## src/rtl/wb_master_if.sv

```systemverilog
// Command/response handshake plus Wishbone master bus for wb_master.
// The master modport is the controller side; slave is the requester/bus side.
interface wb_master_if #(
    parameter int unsigned ADR_W = 16
);
    localparam int unsigned DAT_W = 16;
    localparam int unsigned SEL_W = 2;

    logic             cmd_valid_i;
    logic             cmd_ready_o;
    logic             cmd_we_i;
    logic [ADR_W-1:0] cmd_adr_i;
    logic [DAT_W-1:0] cmd_dat_i;
    logic [SEL_W-1:0] cmd_sel_i;

    logic             rsp_valid_o;
    logic [DAT_W-1:0] rsp_dat_o;
    logic             rsp_err_o;

    logic [ADR_W-1:0] wb_adr_o;
    logic [DAT_W-1:0] wb_dat_o;
    logic [DAT_W-1:0] wb_dat_i;
    logic [SEL_W-1:0] wb_sel_o;
    logic             wb_we_o;
    logic             wb_stb_o;
    logic             wb_cyc_o;
    logic             wb_ack_i;

    modport master (
        input  cmd_valid_i, cmd_we_i, cmd_adr_i, cmd_dat_i, cmd_sel_i,
        output cmd_ready_o,
        output rsp_valid_o, rsp_dat_o, rsp_err_o,
        output wb_adr_o, wb_dat_o, wb_sel_o, wb_we_o, wb_stb_o, wb_cyc_o,
        input  wb_dat_i, wb_ack_i
    );

    modport slave (
        output cmd_valid_i, cmd_we_i, cmd_adr_i, cmd_dat_i, cmd_sel_i,
        input  cmd_ready_o,
        input  rsp_valid_o, rsp_dat_o, rsp_err_o,
        input  wb_adr_o, wb_dat_o, wb_sel_o, wb_we_o, wb_stb_o, wb_cyc_o,
        output wb_dat_i, wb_ack_i
    );
endinterface

```

## src/rtl/wb_master.sv

```systemverilog
// Single-command Wishbone master: accepts one command, runs one bus cycle with
// a bounded ack wait, then returns a one-cycle response strobe.
module wb_master #(
    parameter int unsigned ADR_W   = 16,
    parameter int unsigned TIMEOUT = 255
) (
    input  logic        wb_clk_i,
    input  logic        wb_rst_ni,
    wb_master_if.master bus
);
    localparam int unsigned DAT_W = 16;
    localparam int unsigned SEL_W = 2;
    localparam int unsigned CNT_W = 16;
    localparam logic [CNT_W-1:0] CNT_LAST = CNT_W'(TIMEOUT - 1);

    typedef enum logic [1:0] {
        IDLE = 2'd0,
        BUS  = 2'd1,
        RESP = 2'd2
    } state_e;

    state_e           state_q,     state_d;
    logic [CNT_W-1:0] cnt_q,       cnt_d;
    logic             ready_q,     ready_d;
    logic             rsp_valid_q, rsp_valid_d;
    logic             rsp_err_q,   rsp_err_d;
    logic [DAT_W-1:0] rsp_dat_q,   rsp_dat_d;
    logic [ADR_W-1:0] adr_q,       adr_d;
    logic [DAT_W-1:0] dat_q,       dat_d;
    logic [SEL_W-1:0] sel_q,       sel_d;
    logic             we_q,        we_d;
    logic             cyc_q,       cyc_d;

    // State and output registers; reset aborts any transaction in flight.
    always_ff @(posedge wb_clk_i) begin
        if (!wb_rst_ni) begin
            state_q     <= IDLE;
            cnt_q       <= '0;
            ready_q     <= 1'b0;
            rsp_valid_q <= 1'b0;
            rsp_err_q   <= 1'b0;
            rsp_dat_q   <= '0;
            adr_q       <= '0;
            dat_q       <= '0;
            sel_q       <= '0;
            we_q        <= 1'b0;
            cyc_q       <= 1'b0;
        end else begin
            state_q     <= state_d;
            cnt_q       <= cnt_d;
            ready_q     <= ready_d;
            rsp_valid_q <= rsp_valid_d;
            rsp_err_q   <= rsp_err_d;
            rsp_dat_q   <= rsp_dat_d;
            adr_q       <= adr_d;
            dat_q       <= dat_d;
            sel_q       <= sel_d;
            we_q        <= we_d;
            cyc_q       <= cyc_d;
        end
    end

    // Next-state and next-output logic; every output is the registered _d value.
    always_comb begin
        state_d     = state_q;
        cnt_d       = cnt_q;
        ready_d     = ready_q;
        rsp_valid_d = 1'b0;
        rsp_err_d   = rsp_err_q;
        rsp_dat_d   = rsp_dat_q;
        adr_d       = adr_q;
        dat_d       = dat_q;
        sel_d       = sel_q;
        we_d        = we_q;
        cyc_d       = cyc_q;

        unique case (state_q)
            IDLE: begin
                ready_d = 1'b1;
                cyc_d   = 1'b0;
                // Accept only when ready is already visible to the requester.
                if (bus.cmd_valid_i && ready_q) begin
                    adr_d   = bus.cmd_adr_i;
                    dat_d   = bus.cmd_dat_i;
                    sel_d   = bus.cmd_sel_i;
                    we_d    = bus.cmd_we_i;
                    cnt_d   = '0;
                    ready_d = 1'b0;
                    cyc_d   = 1'b1;
                    state_d = BUS;
                end
            end
            BUS: begin
                // Ack has priority over a timeout firing in the same cycle.
                if (bus.wb_ack_i) begin
                    rsp_dat_d   = we_q ? DAT_W'(0) : bus.wb_dat_i;
                    rsp_err_d   = 1'b0;
                    rsp_valid_d = 1'b1;
                    cyc_d       = 1'b0;
                    state_d     = RESP;
                end else if (cnt_q == CNT_LAST) begin
                    rsp_dat_d   = '0;
                    rsp_err_d   = 1'b1;
                    rsp_valid_d = 1'b1;
                    cyc_d       = 1'b0;
                    state_d     = RESP;
                end else begin
                    cnt_d = cnt_q + CNT_W'(1);
                end
            end
            RESP: begin
                ready_d = 1'b1;
                state_d = IDLE;
            end
            default: begin
                ready_d = 1'b0;
                cyc_d   = 1'b0;
                state_d = IDLE;
            end
        endcase
    end

    assign bus.cmd_ready_o = ready_q;
    assign bus.rsp_valid_o = rsp_valid_q;
    assign bus.rsp_dat_o   = rsp_dat_q;
    assign bus.rsp_err_o   = rsp_err_q;
    assign bus.wb_adr_o    = adr_q;
    assign bus.wb_dat_o    = dat_q;
    assign bus.wb_sel_o    = sel_q;
    assign bus.wb_we_o     = we_q;
    assign bus.wb_cyc_o    = cyc_q;
    assign bus.wb_stb_o    = cyc_q;

endmodule

```

## src/flat_wrapper.sv

```systemverilog
// flat-port wrapper written by rule: the top's interface ports become plain ports
module wb_master_flat 
#(
    parameter int unsigned ADR_W   = 16,
    parameter int unsigned TIMEOUT = 255
)
  (wb_clk_i, wb_rst_ni, bus_cmd_valid_i, bus_cmd_we_i, bus_cmd_adr_i, bus_cmd_dat_i, bus_cmd_sel_i, bus_cmd_ready_o, bus_rsp_valid_o, bus_rsp_dat_o, bus_rsp_err_o, bus_wb_adr_o, bus_wb_dat_o, bus_wb_sel_o, bus_wb_we_o, bus_wb_stb_o, bus_wb_cyc_o, bus_wb_dat_i, bus_wb_ack_i);
  wb_master_if #(.ADR_W(ADR_W)) bus_i ();
  input  logic wb_clk_i;
  input  logic wb_rst_ni;
  input wire logic [$bits(bus_i.cmd_valid_i)-1:0] bus_cmd_valid_i;
  input wire logic [$bits(bus_i.cmd_we_i)-1:0] bus_cmd_we_i;
  input wire logic [$bits(bus_i.cmd_adr_i)-1:0] bus_cmd_adr_i;
  input wire logic [$bits(bus_i.cmd_dat_i)-1:0] bus_cmd_dat_i;
  input wire logic [$bits(bus_i.cmd_sel_i)-1:0] bus_cmd_sel_i;
  output wire logic [$bits(bus_i.cmd_ready_o)-1:0] bus_cmd_ready_o;
  output wire logic [$bits(bus_i.rsp_valid_o)-1:0] bus_rsp_valid_o;
  output wire logic [$bits(bus_i.rsp_dat_o)-1:0] bus_rsp_dat_o;
  output wire logic [$bits(bus_i.rsp_err_o)-1:0] bus_rsp_err_o;
  output wire logic [$bits(bus_i.wb_adr_o)-1:0] bus_wb_adr_o;
  output wire logic [$bits(bus_i.wb_dat_o)-1:0] bus_wb_dat_o;
  output wire logic [$bits(bus_i.wb_sel_o)-1:0] bus_wb_sel_o;
  output wire logic [$bits(bus_i.wb_we_o)-1:0] bus_wb_we_o;
  output wire logic [$bits(bus_i.wb_stb_o)-1:0] bus_wb_stb_o;
  output wire logic [$bits(bus_i.wb_cyc_o)-1:0] bus_wb_cyc_o;
  input wire logic [$bits(bus_i.wb_dat_i)-1:0] bus_wb_dat_i;
  input wire logic [$bits(bus_i.wb_ack_i)-1:0] bus_wb_ack_i;
  assign bus_i.cmd_valid_i = bus_cmd_valid_i;
  assign bus_i.cmd_we_i = bus_cmd_we_i;
  assign bus_i.cmd_adr_i = bus_cmd_adr_i;
  assign bus_i.cmd_dat_i = bus_cmd_dat_i;
  assign bus_i.cmd_sel_i = bus_cmd_sel_i;
  assign bus_cmd_ready_o = bus_i.cmd_ready_o;
  assign bus_rsp_valid_o = bus_i.rsp_valid_o;
  assign bus_rsp_dat_o = bus_i.rsp_dat_o;
  assign bus_rsp_err_o = bus_i.rsp_err_o;
  assign bus_wb_adr_o = bus_i.wb_adr_o;
  assign bus_wb_dat_o = bus_i.wb_dat_o;
  assign bus_wb_sel_o = bus_i.wb_sel_o;
  assign bus_wb_we_o = bus_i.wb_we_o;
  assign bus_wb_stb_o = bus_i.wb_stb_o;
  assign bus_wb_cyc_o = bus_i.wb_cyc_o;
  assign bus_i.wb_dat_i = bus_wb_dat_i;
  assign bus_i.wb_ack_i = bus_wb_ack_i;
  wb_master #(.ADR_W(ADR_W), .TIMEOUT(TIMEOUT)) u_core (.wb_clk_i(wb_clk_i), .wb_rst_ni(wb_rst_ni), .bus(bus_i));
endmodule
```

## config.mk

```make
export PLATFORM = sky130hd
export DESIGN_NAME = wb_master_flat
export DESIGN_NICKNAME = d
export VERILOG_FILES = /design/src/rtl/wb_master_if.sv /design/src/rtl/wb_master.sv /design/src/flat_wrapper.sv
export SDC_FILE = /design/constraint.sdc
export NUM_CORES = 1
export LEC_CHECK = 0
export BUFFER_PORTS_ARGS = -buffer_cell sky130_fd_sc_hd__buf_4
export CORE_ASPECT_RATIO = 1.2
export CORE_MARGIN = 5
export CORE_UTILIZATION = 53
export CTS_BUF_LIST = sky130_fd_sc_hd__clkbuf_4 sky130_fd_sc_hd__clkbuf_8 sky130_fd_sc_hd__clkbuf_16
export CTS_CLUSTER_DIAMETER = 30
export DETAILED_ROUTE_END_ITERATION = 12
export PLACE_DENSITY_LB_ADDON = 0.05
export SETUP_SLACK_MARGIN = 0.2
export SYNTH_ARGS = -nofsm -noshare
export SYNTH_HDL_FRONTEND = slang
export SYNTH_SLANG_ARGS = --single-unit
```

## constraint.sdc

```tcl
create_clock -name wb_clk_i -period 2.6 [get_ports wb_clk_i]
set_input_delay 0.52 -clock wb_clk_i [delete_from_list [all_inputs] [get_ports wb_clk_i]]
set_output_delay 0.52 -clock wb_clk_i [all_outputs]
set_load 0.02 [all_outputs]
```

==> summary.txt <==
Synthesis
  – Seq/Total Area, Yosys: 0.481
  – Post-synth EDFFs: 0
  – Most common cell in the netlist: nand2_1
  – Synth Cell Area: 3040 um^2
  – Asr flop ratio synth: 0
  – Net Count, Synth: 389
  – Yosys top cell by area: dfxtp_1
  – Ranking of synthesized cells by area: dfxtp_1, nand2_1, a21boi_0
  – #FFs+latches synth: 73
  – Netlist cell types: 55
  – Dominant synthesized flop cell: dfxtp_1
  – YS warnings: 0
  – Post-synth top area share: 0.481
  – Synthesized area per cell: 9.16 um^2
  – Synthesized instance count: 332
  – Top cells by count, synth: nand2_1, dfxtp_1, a21boi_0

Route
  – DR WL/cell: 15.4 um
  – ANT nets after route: 0
  – Post-Route WL: 7.82 mm
  – # DRC: 0
  – Pre-Repair DR Iteration Count: 4
  – Vias per cell: 5.37
  – Vias post-DR: 2730
  – DRT iter0 DRCs: 186

Layout
  – Ant. Diodes: 0
  – Layout cells sized above 1: 0.342
  – Layout area overhead: 35.0%
  – Fill cells: 439
  – Net count, final: 496
  – Post-route insts no fill: 508
  – Final Util: 0.729
  – Cell area after layout: 4100 um^2
  – FF+latch area: 1460 um^2
  – Multi-input logic area: 1460 um^2

Timing
  – Final Skew: 0.00713 ns
  – Highest clock rate: 518 MHz
  – Post-route setup TNS: 0 ns
  – Final setup violation count: 0
  – Max-slew violation total from the final report: 0
  – Final Cycle Share: 0.742
  – Fin crit period: 1.93 ns
  – Count of final hold-check violations: 0
  – Hold Slack: 0.372 ns
  – RSZ-0062 raised after global routing: false
  – Setup ws final: 0.671 ns
  – Worst-margin pin slew: 0.713 ns
  – Slew margin rel.: 0.524

Floorplanning
  – Die Footprint: 7360 um^2
  – Row Count: 30
  – Die Ht: 93.0 um
  – CORE AREA: 5630 um^2
  – I/O pin count: 111
  – Die span in x: 79.1 um
  – Initial core utilization: 0.540

Power and ir drop
  – Net Switching: 626 uW
  – Static leakage: 1.69 nW
  – Clock share of power: 0.397
  – Peak supply drop: 0.465 mV
  – Comb pwr share: 0.125
  – PwrDens: 601 nW/um^2
  – Total power: 2.47 mW
  – Sequential power share: 0.478
  – Switching Share: 0.254
  – Internal power: 1.84 mW

Clocking
  – Sink Count: 73
  – CTS Hold Bufs: 0
  – Root Buffer: clkbuf_8
  – Clock slew at reported path FFs: 0.08 ns
  – CTS max path bufs: 2
  – Post-CTS setup buffers: 0
  – H-tree levels: 3
  – Clk_lat worst skew: 0.35 ns
  – CTS tree: yes
  – Post-CTS Resized: 0
  – Cts bufs inserted: 9

Global routing
  – Vias in the first global route: 2711
  – Met1 Use GR: 0.261
  – M2 GR Usage: 0.360
  – Largest net degree at the start of global routing: 39
  – Grt ovf: 0
  – Grt peak-use layer: met2
  – Met3 GRT Util: 0.0723
  – All-Layer GR Usage: 0.221
  – Initial antenna violation count: 0
  – First-pass GRT wire length: 12.9 mm

Placement
  – Port Buffers: 110
  – Post-DP HPWL: 5.53 mm
  – Placed inst area: 3890 um^2
  – Gpl congestion: 0.827
  – Worst slack at placement: 0.541 ns
  – DP Cell Count: 492

Worst setup path
  – Crit start category: flop
  – Crit. End Element: flop
  – Critical Path RT: 2.88 ns
  – Critical-path maximum fanout: 38
  – RR Startpoint: u_core.state_q[1]
  – FF-to-FF setup slack: 0.67 ns
  – RR Endpoint: u_core.cnt_q[6]
  – Setup CP Type: reg -> reg
  – CP Data Arrival Time: 2.21 ns
  – R2r worst-path depth: 5

Flow run
  – Maxcap violations: 0

Min path
  – Worst hold path class: in -> reg
  – Worst Hold Path EP: u_core.bus.rsp_dat_o[5]
  – Min-delay src: bus_wb_dat_i[5]
  – Hold Crit Depth: 2

Outcome
  – Status: finished clean
==> cell families (layout without fill, tap and decap cells) <==
group | Yosys count | after routing | share of synthesized area
buf+inv | 25 | 137 | 0.0407
fa+ha+maj | 2 | 2 | 0.00823
simple gates | 142 | 142 | 0.249
flops | 73 | 73 | 0.481
compound gates | 88 | 88 | 0.215
mux | 2 | 2 | 0.00658
==> power groups by stage <==
stage	logic, mW	registers [mW]	clock network [mW]
CTS	0.311	1.18	0.992
finish	0.309	1.18	0.979
global route	0.336	1.18	1.05
detailed placement	0.310	1.20	0
global placement	0.305	1.20	0
floorplan	0.120	1.25	0
==> placed cells by master (no fill, tap or decap), types with 3 or more instances in the layout <==
cell type  instances
dfxtp_1           73
a22o_1            16
nor3_1             4
inv_1              4
a21oi_1           23
and3_1             4
nor2_1             9
clkbuf_8           9
o21ai_0            7
nand3_1            5
nor4_1             3
o221a_2            3
buf_4            116
nand2_1           86
a21boi_0          24
nor2b_1            4
nand2b_1           4
==> per-layer routing <==
metal	routed length [um]	share of wire	up-vias
met5	0	0	-
met4	184	0.024	0
met3	604	0.077	16
met2	3860	0.49	78
met1	3170	0.41	1264
li1	-	-	1372
==> final cells by class <==
class / instances / area share
flip-flops and latches: 73 / 0.356
multi-input cells: 234 / 0.355
clock inverters: 7 / 0.0229
well taps: 64 / 0.0195
inverters: 5 / 0.00457
repair buffers: 116 / 0.212
clock buffers: 9 / 0.0302
==> flip-flops by register name (all words and copies together) (netlist names) <==
signal	flops
u_core.bus.rsp_err_o	1
u_core.bus.rsp_valid_o	1
u_core.bus.wb_cyc_o	1
u_core.bus.wb_dat_o	16
u_core.bus.rsp_dat_o	16
u_core.bus.wb_sel_o	2
u_core.bus.wb_adr_o	16
u_core.bus.cmd_ready_o	1
u_core.state_q	2
u_core.cnt_q	16
u_core.bus.wb_we_o	1
==> worst max-delay path by stage <==
stage | start | endpoint | slack, ns
after global routing | u_core.state_q[1] | u_core.cnt_q[6] | 0.47
final | u_core.state_q[1] | u_core.cnt_q[6] | 0.67
after global placement | bus_cmd_valid_i | u_core.cnt_q[6] | 0.58
after CTS | u_core.state_q[1] | u_core.cnt_q[6] | 0.66
after detailed placement | bus_cmd_valid_i | u_core.cnt_q[6] | 0.54
after floorplan | u_core.bus.cmd_ready_o | u_core.bus.wb_adr_o[10] | 0.90
==> worst max-delay path: stages (launching register included) <==
cell and delay [ns]:
dfxtp_1 0.42, nor4bb_4 0.34, buf_4 0.42, o22ai_4 0.24
nor4_1 0.30, o2bb2ai_1 0.14
(Power assumes the default switching activity.)
